### config.mk
export PLATFORM = sky130hd
export DESIGN_NAME = amber48_mem_stage
export DESIGN_NICKNAME = d
export VERILOG_FILES = /design/src/rtl/amber48_pkg.sv /design/src/rtl/amber48_timeout_ctr.sv /design/src/rtl/amber48_mem_stage.sv
export SDC_FILE = /design/constraint.sdc
export NUM_CORES = 1
export LEC_CHECK = 0
export ABC_CLOCK_PERIOD_IN_PS = 3010
export CAP_MARGIN = 20
export CORE_AREA = 2 2 163 165
export CTS_CLUSTER_SIZE = 24
export DETAILED_ROUTE_END_ITERATION = 6
export DIE_AREA = 0 0 165 167
export HOLD_SLACK_MARGIN = 0.03
export PLACE_DENSITY_LB_ADDON = 0.12
export SLEW_MARGIN = 25
export SYNTH_ARGS = -nofsm -noshare
export SYNTH_HDL_FRONTEND = slang
export SYNTH_HIERARCHICAL = 1
export SYNTH_SLANG_ARGS = --single-unit
export TNS_END_PERCENT = 5
### constraint.sdc
create_clock -name clk_i -period 3.01 [get_ports clk_i]
set_input_delay 0.4515 -clock clk_i [delete_from_list [all_inputs] [get_ports clk_i]]
set_output_delay 0.4515 -clock clk_i [all_outputs]
set_load 0.02 [all_outputs]
### src/rtl/amber48_pkg.sv
// rtl/amber48_pkg.sv - shared amber48 types for the execute/memory/writeback boundary
package amber48_pkg;

    localparam int XLEN   = 48;
    localparam int REG_AW = 5;

    typedef enum logic [3:0] {
        TRAP_NONE       = 4'd0,
        TRAP_ILLEGAL    = 4'd1,
        TRAP_MISALIGNED = 4'd2,
        TRAP_ECALL      = 4'd3,
        TRAP_BUS_FAULT  = 4'd4
    } amber48_trap_e;

    typedef struct packed {
        logic                valid;
        logic [REG_AW-1:0]   rd;
        logic [XLEN-1:0]     result;
        logic [XLEN-1:0]     store_data;
        logic                writeback_en;
        logic                load;
        logic                store;
        logic                branch_taken;
        logic [XLEN-1:0]     branch_target;
        logic                trap;
        amber48_trap_e       trap_cause;
    } amber48_execute_out_s;

    typedef struct packed {
        logic                valid;
        logic [REG_AW-1:0]   rd;
        logic [XLEN-1:0]     data;
        logic                writeback_en;
        logic                trap;
        amber48_trap_e       trap_cause;
    } amber48_mem_wb_s;

    typedef enum logic [1:0] {
        MEM_IDLE,
        MEM_REQ,
        MEM_WAIT_R
    } mem_state_e;

    // Builds a valid writeback record; every pulse of wb_o goes through here.
    function automatic amber48_mem_wb_s mk_wb(
        input logic [REG_AW-1:0] rd,
        input logic [XLEN-1:0]   data,
        input logic              wb_en,
        input logic              trap,
        input amber48_trap_e     cause
    );
        amber48_mem_wb_s w;
        w.valid        = 1'b1;
        w.rd           = rd;
        w.data         = data;
        w.writeback_en = wb_en;
        w.trap         = trap;
        w.trap_cause   = cause;
        return w;
    endfunction

endpackage

### src/rtl/amber48_timeout_ctr.sv
// rtl/amber48_timeout_ctr.sv - bus wait watchdog for the memory stage
module amber48_timeout_ctr #(
    parameter int TIMEOUT_CYCLES = 64,
    parameter int CNT_W          = 7
) (
    input  logic clk_i,
    input  logic rst_i,
    input  logic clear_i,
    input  logic enable_i,
    output logic expired_o
);

    // Expiry fires on the cycle that would bring the count to TIMEOUT_CYCLES,
    // so the request is held for exactly TIMEOUT_CYCLES cycles before dropping.
    localparam logic [CNT_W-1:0] LAST = CNT_W'((TIMEOUT_CYCLES > 0) ? TIMEOUT_CYCLES - 1 : 0);

    logic [CNT_W-1:0] count_q;
    logic [CNT_W-1:0] count_d;

    // Next count: clear wins, otherwise count idle waiting cycles.
    always_comb begin
        count_d = count_q;
        if (clear_i) begin
            count_d = '0;
        end else if (enable_i) begin
            count_d = count_q + 1'b1;
        end
    end

    // Counter register.
    always_ff @(posedge clk_i) begin
        if (rst_i) begin
            count_q <= '0;
        end else begin
            count_q <= count_d;
        end
    end

    assign expired_o = (TIMEOUT_CYCLES > 0) && enable_i && !clear_i && (count_q == LAST);

endmodule

### src/rtl/amber48_mem_stage.sv
// rtl/amber48_mem_stage.sv - amber48 memory-access stage with request/grant/response bus
module amber48_mem_stage
    import amber48_pkg::*;
#(
    parameter int TIMEOUT_CYCLES = 64
) (
    input  logic                 clk_i,
    input  logic                 rst_i,
    input  amber48_execute_out_s ex_i,
    output logic                 ex_ready_o,
    output logic                 dmem_req_o,
    output logic                 dmem_we_o,
    output logic [XLEN-1:0]      dmem_addr_o,
    output logic [XLEN-1:0]      dmem_wdata_o,
    input  logic                 dmem_gnt_i,
    input  logic                 dmem_rvalid_i,
    input  logic [XLEN-1:0]      dmem_rdata_i,
    output amber48_mem_wb_s      wb_o,
    output logic                 redirect_valid_o,
    output logic [XLEN-1:0]      redirect_pc_o
);

    localparam int CNT_W = (TIMEOUT_CYCLES > 0) ? $clog2(TIMEOUT_CYCLES + 1) : 1;

    mem_state_e        state_q;
    logic [REG_AW-1:0] rd_q;
    logic              wb_en_q;
    logic              to_clear;
    logic              to_enable;
    logic              to_expired;

    assign ex_ready_o = (state_q == MEM_IDLE);

    // The watchdog sits at zero in IDLE, restarts when the grant moves us to
    // WAIT_R, and only advances while the awaited event is absent.
    assign to_clear  = (state_q == MEM_IDLE) || ((state_q == MEM_REQ) && dmem_gnt_i);
    assign to_enable = ((state_q == MEM_REQ) && !dmem_gnt_i) ||
                       ((state_q == MEM_WAIT_R) && !dmem_rvalid_i);

    amber48_timeout_ctr #(
        .TIMEOUT_CYCLES (TIMEOUT_CYCLES),
        .CNT_W          (CNT_W)
    ) u_timeout (
        .clk_i     (clk_i),
        .rst_i     (rst_i),
        .clear_i   (to_clear),
        .enable_i  (to_enable),
        .expired_o (to_expired)
    );

    // Stage FSM: accepts execute records, runs the bus transaction and emits
    // single-cycle writeback/redirect pulses from registers.
    always_ff @(posedge clk_i) begin
        if (rst_i) begin
            state_q          <= MEM_IDLE;
            dmem_req_o       <= 1'b0;
            dmem_we_o        <= 1'b0;
            dmem_addr_o      <= '0;
            dmem_wdata_o     <= '0;
            rd_q             <= '0;
            wb_en_q          <= 1'b0;
            wb_o             <= '0;
            redirect_valid_o <= 1'b0;
            redirect_pc_o    <= '0;
        end else begin
            wb_o             <= '0;
            redirect_valid_o <= 1'b0;
            case (state_q)
                MEM_IDLE: begin
                    if (ex_i.valid) begin
                        if (ex_i.trap || (ex_i.load && ex_i.store)) begin
                            wb_o <= mk_wb(ex_i.rd, ex_i.result, 1'b0, 1'b1,
                                          ex_i.trap ? ex_i.trap_cause : TRAP_ILLEGAL);
                        end else if (ex_i.load || ex_i.store) begin
                            dmem_req_o   <= 1'b1;
                            dmem_we_o    <= ex_i.store;
                            dmem_addr_o  <= ex_i.result;
                            dmem_wdata_o <= ex_i.store_data;
                            rd_q         <= ex_i.rd;
                            wb_en_q      <= ex_i.writeback_en;
                            state_q      <= MEM_REQ;
                        end else begin
                            wb_o <= mk_wb(ex_i.rd, ex_i.result, ex_i.writeback_en, 1'b0, TRAP_NONE);
                            if (ex_i.branch_taken) begin
                                redirect_valid_o <= 1'b1;
                                redirect_pc_o    <= ex_i.branch_target;
                            end
                        end
                    end
                end
                MEM_REQ: begin
                    if (dmem_gnt_i) begin
                        dmem_req_o <= 1'b0;
                        if (dmem_we_o) begin
                            wb_o    <= mk_wb(rd_q, {XLEN{1'b0}}, 1'b0, 1'b0, TRAP_NONE);
                            state_q <= MEM_IDLE;
                        end else if (dmem_rvalid_i) begin
                            wb_o    <= mk_wb(rd_q, dmem_rdata_i, wb_en_q, 1'b0, TRAP_NONE);
                            state_q <= MEM_IDLE;
                        end else begin
                            state_q <= MEM_WAIT_R;
                        end
                    end else if (to_expired) begin
                        dmem_req_o <= 1'b0;
                        wb_o       <= mk_wb(rd_q, {XLEN{1'b0}}, 1'b0, 1'b1, TRAP_BUS_FAULT);
                        state_q    <= MEM_IDLE;
                    end
                end
                MEM_WAIT_R: begin
                    if (dmem_rvalid_i) begin
                        wb_o    <= mk_wb(rd_q, dmem_rdata_i, wb_en_q, 1'b0, TRAP_NONE);
                        state_q <= MEM_IDLE;
                    end else if (to_expired) begin
                        wb_o    <= mk_wb(rd_q, {XLEN{1'b0}}, 1'b0, 1'b1, TRAP_BUS_FAULT);
                        state_q <= MEM_IDLE;
                    end
                end
                default: begin
                    state_q <= MEM_IDLE;
                end
            endcase
        end
    end

endmodule
==> results of run 1 <==
[cell type report]
class                      instances  area, um^2  area share (%)
tap                              335         419            2.77
timing repair buffer             441        4420            29.3
antenna                            4        10.0          0.0662
clock buffer                      40         785            5.19
clock inverter                     7        85.1           0.563
inverter                           1        3.75          0.0248
sequential                       222        4440            29.4
multi-input combinational        684        4950            32.7
[sequential cells by signal, summed over array words and instances (netlist names)]
| name | cells |
|---|---|
| state_q | 2 |
| dmem_req_o | 1 |
| wb_en_q | 1 |
| dmem_wdata_o | 48 |
| wb_o | 60 |
| u_timeout/count_q | 7 |
| redirect_valid_o | 1 |
| rd_q | 5 |
| dmem_addr_o | 48 |
| redirect_pc_o | 48 |
| dmem_we_o | 1 |
[layout by cell type, fill, tap and decap left out, drive strengths merged, types with 3 or more instances in the layout]
cell type	Yosys	layout
clkdlybuf4s50	0	415
nand2b	306	306
dfxtp	222	222
mux2i	152	152
o211ai	97	97
a21oi	57	57
clkbuf	77	40
buf	16	26
nand2	16	16
nor2	8	8
o21ai	6	6
o22ai	5	5
clkinv	0	5
diode	0	4
nor2b	4	4
nor3b	4	4
xor2	3	3
[power breakdown]
group	internal, W	switching (W)
logic	0.000608	0.000500
registers	0.00304	0.0000463
clock network	0.00195	0.00124
total	0.00560	0.00178
[cell families (layout without fill, tap and decap cells)]
| kind of cell | after synthesis | count (layout) | share of synthesized area, % |
|---|---|---|---|
| simple gates | 357 | 357 | 22.7 |
| flops | 222 | 222 | 45.6 |
| compound gates | 169 | 169 | 11.4 |
| mux | 152 | 152 | 15.6 |
| buf+inv | 94 | 489 | 4.10 |
| xor+xnor | 5 | 5 | 0.450 |
| fa+ha+maj | 1 | 1 | 0.128 |
| other cells | 0 | 4 | 0 |
[metrics by stage]
| stage | instance area [um^2] | util, % | power [W] | hold WS [ns] |
|---|---|---|---|---|
| after floorplan | 9740 | - | 0.00366 | 0.447 |
| after global placement | 14200 | 55.3 | 0.00426 | 0.457 |
| after detailed placement | 14200 | 55.3 | 0.00427 | 0.461 |
| after CTS | 15100 | 58.6 | 0.00750 | 0.318 |
| after global routing | 15100 | 58.7 | 0.00769 | 0.338 |
| final | 15100 | 58.7 | 0.00739 | 0.349 |
[routing by layer]
metal	share of wire (%)	global-route usage, %
met5	0	0
met4	2.1	5.94
met1	40	23.6
met2	48	36.7
met3	9.9	7.85
[worst max path at each step]
stage               startpoint                 to  cells after the start
CTS                 state_q[1]  redirect_pc_o[17]                      5
finish              state_q[1]  redirect_pc_o[17]                      5
floorplan           state_q[0]           wb_o[59]                      8
global placement    dmem_gnt_i           wb_o[59]                      8
detailed placement  dmem_gnt_i           wb_o[55]                      8
global route        state_q[1]  redirect_pc_o[25]                      5
[critical path, stage by stage, from the launching register on]
cell and delay, ns:
dfxtp_1 0.38, buf_4 0.20, or4b_1 0.60, nor4b_4 0.34, buf_12 0.35, mux2i_1 0.24
==> flow_metrics.py, run 1 <==
metrics = {
    "detailed_routing": {
        "ant_nets": 0,
        "finalWirelength_um": 30700,
        "via_per_inst": 4.85,
        "drtIter0Drc": 402,
        "drc": 0,
        "drt-pass1-iter-count": 4,
        "vias": 8407,
        "wl_per_cell_um": 17.7,
    },
    "sta": {
        "slew_headroom_pct": 54.2,
        "setup_viol": 0,
        "rsz0062_at_grt": "false",
        "hold_viol": 0,
        "fin_crit_ns": 2.24,
        "setup_ws_ns": 0.771,
        "max_freq_mhz": 447,
        "tns_ns": 0,
        "finalClockSkew_ns": 0.0114,
        "final_max_slew_viol_count": 0,
        "period_share_pct": 74.4,
        "tightest_slew_ns": 0.687,
    },
    "logic_synthesis": {
        "yosys-top-cells-area": "dfxtp_1 (46%), nand2b_1 (20%), mux2i_1 (16%), o211ai_1 (7.5%), clkbuf_1 (3.0%)",
        "netlist_area_um2": 9740,
        "avgSynthCellArea_um2": 9.74,
        "ys_types": 35,
        "synth_seq_area_share_pct": 45.6,
        "ys_warn_count": 6,
        "synth_most_common_cell": "nand2b_1",
        "synth_edf_count": 0,
        "synth_top_area_share_pct": 45.6,
        "ys_seq_elements": 222,
        "yosys.area.top_type": "dfxtp_1",
        "yosys-top-cells-count": "nand2b_1 (306), dfxtp_1 (222), mux2i_1 (152), o211ai_1 (97), clkbuf_1 (77)",
        "synth_async_sr_flop_share_pct": 0,
        "syn_inst": 1000,
        "ys.flop_type": "dfxtp_1",
        "synthesis.nets": 1212,
    },
    "placement": {
        "hpwl_um": 21600,
        "port_buffers": 418,
        "place_inst": 1683,
        "post-place-ws_ns": 0.421,
        "gp_routability_congestion": 0.790,
    },
    "clock_tree": {
        "ctsHoldBuffers": 0,
        "h-tree-depth": 1,
        "clk_latency_ns": 0.52,
        "cts_root_buf": "clkbuf_16",
        "clk_pin_slew_ns": 0.06,
        "post_cts_buffers": 0,
        "cts_buffer_depth": 3,
        "cts_tree": "built",
        "post_cts_resized": 0,
        "clock_sinks": 222,
        "cts_made_buffers": 26,
    },
    "layout": {
        "drive_above_1_share_pct": 5.45,
        "syn_to_final_growth_pct": 55.2,
        "nFillCells": 2274,
        "layout.cells.non_filler": 1734,
        "layout.nets": 1588,
    },
    "power_and_ir_drop": {
        "powerDensity_nw_per_um2": 489,
        "leakagePower_nw": 5.16,
        "ir_drop_uv": 337,
    },
    "critical_path": {
        "crit_arrival_ns": 2.68,
        "worst-r2r-setup-slack_ns": 0.77,
        "critPathLaunchType": "flop",
        "end_kind": "flop",
        "cp.required_ns": 3.45,
        "cp_max_fo": 49,
        "worst-r2r-cell-count": 5,
        "timing.rr.start": "state_q[1]",
        "worstSetupPathType": "flop to flop",
        "r2r_end": "redirect_pc_o[17]",
    },
    "global_route": {
        "grt_start_max_net_pins": 144,
        "grt_overflow_total": 0,
        "grt_pass1_wl_um": 46000,
        "antenna_found_initial": 3,
        "first_global_vias": 8199,
        "track_usage_pct": 21.0,
    },
    "die": {
        "die_area_um2": 27600,
        "fp.dieH_um": 167,
        "die-width_um": 165,
        "io_pins": 419,
        "start_util_pct": 37.8,
        "core_area_um2": 25800,
        "row_count": 59,
    },
    "worst_hold_path": {
        "hp-start": "ex_i[4]",
        "min_to": "wb_o[3]",
        "min_path_cells": 2,
        "hold_class": "input pin to flop",
    },
    "run_status": {
        "status": "completed",
    },
    "job": {
        "maxCapViolations": 0,
    },
}
No activity file was read; power rests on OpenSTA's default activity.
==> run 2: changes to the inputs <==
--- a/config.mk
+++ b/config.mk
@@ -5,7 +5,7 @@
 export SDC_FILE = /design/constraint.sdc
 export NUM_CORES = 1
 export LEC_CHECK = 0
-export ABC_CLOCK_PERIOD_IN_PS = 3010
+export ABC_CLOCK_PERIOD_IN_PS = 2250
 export CAP_MARGIN = 20
 export CORE_AREA = 2 2 163 165
 export CTS_CLUSTER_SIZE = 24
==> constraint.sdc (replaced) <==
create_clock -name clk_i -period 2.25 [get_ports clk_i]
set_input_delay 0.3375 -clock clk_i [delete_from_list [all_inputs] [get_ports clk_i]]
set_output_delay 0.3375 -clock clk_i [all_outputs]
set_load 0.02 [all_outputs]
==> flow_metrics.py, run 2 (synthesis gave the netlist of run 1 again) <==
metrics = {
    "sta": {
        "finalClockSkew_ns": 0.00798,
        "fin_crit_ns": 2.18,
        "slew_headroom_pct": 53.7,
        "setup_viol": 0,
        "period_share_pct": 96.9,
        "max_freq_mhz": 458,
        "final_max_slew_viol_count": 0,
        "tightest_slew_ns": 0.695,
        "rsz0062_at_grt": "false",
        "hold_viol": 0,
        "tns_ns": 0,
    },
    "global_route": {
        "grtUsageMet3_pct": 7.77,
        "grt_busiest_layer": "met2",
        "grt_pass1_wl_um": 48100,
        "antenna_found_initial": 3,
        "grt_overflow_total": 0,
        "grt_use_met2_pct": 38.5,
        "grt_start_max_net_pins": 76,
        "track_usage_pct": 21.9,
        "first_global_vias": 8481,
        "grtUsageMet1_pct": 25.2,
    },
    "critical_path": {
        "max_stage_delay_ns": 0.64,
        "worst-path-stages": 3,
        "crit_family": "buffers and inverters",
        "cp_max_fo": 11,
        "r2r_end": "wb_o[59]",
        "cp-endpoint": "ex_ready_o",
        "worst-r2r-setup-slack_ns": 0.18,
        "timing.rr.start": "state_q[1]",
        "critPathSlowestCell": "clkdlybuf4s50_1",
        "cp.required_ns": 1.91,
        "worstSetupPathType": "flop to output port",
        "worst-r2r-cell-count": 7,
        "startpoint": "state_q[1]",
        "critPathLaunchType": "flop",
        "crit_buf_inv": 2,
        "crit_chain": "buf_4, nor2_1, clkdlybuf4s50_1",
        "crit_arrival_ns": 1.84,
        "end_kind": "output port",
    },
    "detailed_routing": {
        "drtIter0Drc": 424,
        "drt-pass1-iter-count": 4,
        "via_per_inst": 4.90,
        "finalWirelength_um": 31400,
        "wl_per_cell_um": 18.0,
        "drc": 0,
        "vias": 8573,
        "ant_nets": 0,
    },
    "clock_tree": {
        "h-tree-depth": 1,
        "ctsHoldBuffers": 0,
        "post_cts_resized": 0,
        "post_cts_buffers": 0,
        "cts_root_buf": "clkbuf_16",
        "clk_latency_ns": 0.52,
        "clk_pin_slew_ns": 0.06,
        "cts_made_buffers": 26,
        "clock_sinks": 222,
        "cts_buffer_depth": 3,
        "cts_tree": "built",
    },
    "die": {
        "start_util_pct": 37.8,
        "io_pins": 419,
        "fp.dieH_um": 167,
        "row_count": 59,
        "core_area_um2": 25800,
        "die_area_um2": 27600,
        "die-width_um": 165,
    },
    "layout": {
        "nFillCells": 2300,
        "multiInputGateArea_um2": 4960,
        "syn_to_final_growth_pct": 57.8,
        "layout_commonest_cell": "clkdlybuf4s50_1",
        "regArea_um2": 4440,
        "layout.nets": 1608,
        "largest_register_ffs": 60,
        "utilization_pct": 59.6,
        "drive_above_1_share_pct": 6.58,
        "fin_area_um2": 15400,
        "regMostFlops": "wb_o",
        "final_cell_mix": "clkdlybuf4s50_1 (415), nand2b_1 (306), dfxtp_1 (222)",
    },
    "placement": {
        "gp_routability_congestion": 0.782,
        "port_buffers": 418,
        "place_area_um2": 14500,
        "hpwl_um": 22500,
    },
    "job": {
        "maxCapViolations": 0,
    },
    "power_and_ir_drop": {
        "powerDensity_nw_per_um2": 636,
        "p_int_w": 0.00741,
        "swShare_pct": 24.2,
        "pwr-share-clk_pct": 42.1,
        "leakagePower_nw": 5.28,
        "power_w": 0.00978,
        "comb_power_share_pct": 15.6,
        "p_sw_w": 0.00237,
        "power_frac_seq_pct": 42.3,
        "ir_drop_uv": 494,
    },
    "run_status": {
        "status": "completed",
    },
    "worst_hold_path": {
        "hold_class": "input pin to flop",
        "hp-start": "rst_i",
    },
}
-- run 2: cell types whose count changed in the layout (fill, tap and decap cells not counted), sizes merged --
cell,before,now
diode,4,2
clkinv,5,2
buf,26,46
clkbuf,40,42
bufinv,2,1
-- run 2: worst min-delay path by stage --
stage | endpoint | depth (start not counted)
final | redirect_valid_o | 2
after global routing | redirect_valid_o | 2
after CTS | redirect_valid_o | 2
after detailed placement | dmem_addr_o[4] | 2
after global placement | wb_o[54] | 2
after floorplan | wb_o[54] | 2
-- run 2: per-layer routing --
layer,wire (um),vias up
li1,-,4204
met1,12500,4009
met4,642,2
met5,7,-
met3,3100,45
met2,15200,313
-- run 2: power groups by stage --
stage / clock (W) / combinational [W] / sequential (W)
floorplan: 0 / 0.000520 / 0.00438
global placement: 0 / 0.00152 / 0.00421
detailed placement: 0 / 0.00153 / 0.00422
CTS: 0.00423 / 0.00154 / 0.00413
global route: 0.00442 / 0.00163 / 0.00414
finish: 0.00412 / 0.00153 / 0.00413
-- run 2: cell type report --
type / instances / share of cell area (%)
multi-input combinational: 684 / 32.3
timing repair buffer: 461 / 30.6
sequential: 222 / 28.9
clock buffer: 42 / 5.15
tap: 335 / 2.73
clock inverter: 3 / 0.261
antenna: 2 / 0.0326
inverter: 1 / 0.0244
-- run 2: metrics by stage --
step	hold WS, ns	std cells	setup WS, ns
after global routing	0.267	1750	0.00869
after detailed placement	0.462	1703	-0.132
after floorplan	0.447	1000	0.00217
final	0.236	1750	0.0690
after CTS	0.211	1748	0.0285
after global placement	0.455	1703	-0.0849
==> run 3: changes to the inputs <==
--- a/config.mk
+++ b/config.mk
@@ -7,10 +7,13 @@
 export LEC_CHECK = 0
 export ABC_CLOCK_PERIOD_IN_PS = 2250
 export CAP_MARGIN = 20
-export CORE_AREA = 2 2 163 165
+export CELL_PAD_IN_SITES_DETAIL_PLACEMENT = 1
+export CELL_PAD_IN_SITES_GLOBAL_PLACEMENT = 2
+export CORE_ASPECT_RATIO = 0.8
+export CORE_MARGIN = 2
+export CORE_UTILIZATION = 25
 export CTS_CLUSTER_SIZE = 24
 export DETAILED_ROUTE_END_ITERATION = 6
-export DIE_AREA = 0 0 165 167
 export HOLD_SLACK_MARGIN = 0.03
 export PLACE_DENSITY_LB_ADDON = 0.12
 export SLEW_MARGIN = 25
==> constraint.sdc (replaced) <==
create_clock -name clk_i -period 2.25 [get_ports clk_i]
set_input_delay 0.3375 -clock clk_i [delete_from_list [all_inputs] [get_ports clk_i]]
set_output_delay 0.3375 -clock clk_i [all_outputs]
set_load 0.005 [all_outputs]
==> flow_metrics.py, run 3 (synthesis gave the netlist of run 1 again) <==
metrics = {
    "critical_path": {
        "cp.required_ns": 1.91,
        "crit_family": "buffers and inverters",
        "r2r_end": "wb_o[59]",
        "worst-r2r-cell-count": 8,
        "crit_arrival_ns": 1.67,
        "worstSetupPathType": "flop to output port",
        "critPathLaunchType": "flop",
        "critPathSlowestCell": "clkdlybuf4s50_1",
        "crit_chain": "nor2_1, clkdlybuf4s50_1",
        "cp-endpoint": "ex_ready_o",
        "timing.rr.start": "state_q[1]",
        "worst-r2r-setup-slack_ns": 0.26,
        "startpoint": "state_q[1]",
        "cp_max_fo": 6,
        "worst-path-stages": 2,
        "end_kind": "output port",
        "crit_buf_inv": 1,
        "max_stage_delay_ns": 0.60,
    },
    "global_route": {
        "track_usage_pct": 18.1,
        "first_global_vias": 9322,
        "antenna_found_initial": 7,
        "grt_overflow_total": 0,
        "grt_start_max_net_pins": 115,
        "grt_pass1_wl_um": 57300,
    },
    "sta": {
        "slew_headroom_pct": 52.5,
        "final_max_slew_viol_count": 0,
        "rsz0062_at_grt": "false",
        "setup_viol": 0,
        "period_share_pct": 89.3,
        "tns_ns": 0,
        "fin_crit_ns": 2.01,
        "tightest_slew_ns": 0.713,
        "finalClockSkew_ns": 0.00720,
        "max_freq_mhz": 498,
        "hold_viol": 0,
    },
    "power_and_ir_drop": {
        "powerDensity_nw_per_um2": 651,
        "ir_drop_uv": 520,
        "power_w": 0.0102,
        "leakagePower_nw": 5.32,
    },
    "placement": {
        "gp_routability_congestion": 0.754,
        "hpwl_um": 26900,
        "place_inst": 1860,
        "port_buffers": 418,
    },
    "die": {
        "die-width_um": 225,
        "row_count": 64,
        "start_util_pct": 25.4,
        "io_pins": 419,
        "core_area_um2": 38400,
        "die_area_um2": 40600,
        "fp.dieH_um": 181,
    },
    "layout": {
        "layout.nets": 1607,
        "nFillCells": 4222,
        "regMostFlops": "wb_o",
        "largest_register_ffs": 60,
        "utilization_pct": 40.9,
        "final_cell_mix": "clkdlybuf4s50_1 (415), nand2b_1 (306), dfxtp_1 (221)",
        "layout.cells.non_filler": 1915,
        "syn_to_final_growth_pct": 60.9,
        "drive_above_1_share_pct": 6.92,
        "layout_commonest_cell": "clkdlybuf4s50_1",
    },
    "detailed_routing": {
        "wl_per_cell_um": 19.5,
        "finalWirelength_um": 37300,
        "via_per_inst": 4.54,
        "drtIter0Drc": 281,
        "drt-pass1-iter-count": 4,
        "drc": 0,
        "ant_nets": 0,
        "vias": 8686,
    },
    "run_status": {
        "status": "completed",
    },
    "clock_tree": {
        "cts_buffer_depth": 3,
        "h-tree-depth": 1,
        "post_cts_resized": 0,
        "cts_root_buf": "clkbuf_16",
        "cts_made_buffers": 28,
        "clock_sinks": 222,
        "clk_latency_ns": 0.55,
        "cts_tree": "built",
        "ctsHoldBuffers": 0,
        "clk_pin_slew_ns": 0.06,
        "post_cts_buffers": 0,
    },
    "job": {
        "maxCapViolations": 0,
    },
    "worst_hold_path": {
        "hold_class": "input pin to flop",
    },
}
==> run 3: cell types whose count changed in the layout (fill, tap and decap cells not counted) <==
cell / delta
dfxtp_2: +1
nor3b_1: -2
clkbuf_8: +2
nor3b_2: +2
buf_4: -3
bufinv_16: +1
clkbuf_16: +2
clkbuf_1: +1
dfxtp_1: -1
diode_2: +2
==> run 3: worst min-delay path by stage <==
stage | start | endpoint | slack [ns] | cells past startpoint
after floorplan | rd_q[0] | wb_o[54] | 0.45 | 2
after global placement | dmem_addr_o[8] | dmem_addr_o[8] | 0.46 | 2
after detailed placement | dmem_addr_o[22] | dmem_addr_o[22] | 0.46 | 2
after CTS | rst_i | dmem_req_o | 0.16 | 2
after global routing | rst_i | dmem_req_o | 0.17 | 2
final | rst_i | dmem_req_o | 0.18 | 2
==> run 3: area by class of cell <==
class	count	area, um^2	share of cell area, %
tap	495	619	3.95
sequential	222	4450	28.4
antenna	4	10.0	0.0639
clock buffer	47	873	5.57
multi-input combinational	684	4970	31.7
clock inverter	4	70.1	0.447
timing repair buffer	458	4680	29.8
inverter	1	3.75	0.0240
==> run 3: metrics by stage <==
stage / cell area (um^2) / hold slack, ns / worst slack [ns]
after floorplan: 9760 / 0.447 / 0.00217
after detailed placement: 14700 / 0.461 / -0.115
after global routing: 15700 / 0.172 / 0.0111
after global placement: 14700 / 0.457 / -0.0669
after CTS: 15600 / 0.158 / 0.0875
final: 15700 / 0.181 / 0.242
==> run 3: report_power, final <==
| group | internal, W | total [W] | switching, W |
|---|---|---|---|
| registers | 0.00407 | 0.00413 | 0.0000621 |
| logic | 0.000849 | 0.00141 | 0.000560 |
| clock network | 0.00284 | 0.00465 | 0.00181 |
==> run 3: worst register-to-register path, cell delays in order (launching register included) <==
cell and delay [ns]:
dfxtp_1 0.44, nor3b_2 0.25, or2_1 0.17, nand4_2 0.12
nor4_4 0.25, buf_4 0.18, nor2_1 0.04, o32a_1 0.30
a21oi_1 0.17
==> run 3: per-layer routing <==
layer / vias to the layer above / GRT usage (%) / routed length (um)
met4: 4 / 5.72 / 1260
met1: 4185 / 22.2 / 15900
met2: 214 / 30.1 / 17600
li1: 4224 / - / -
met3: 59 / 5.90 / 2630
met5: - / 0 / 28
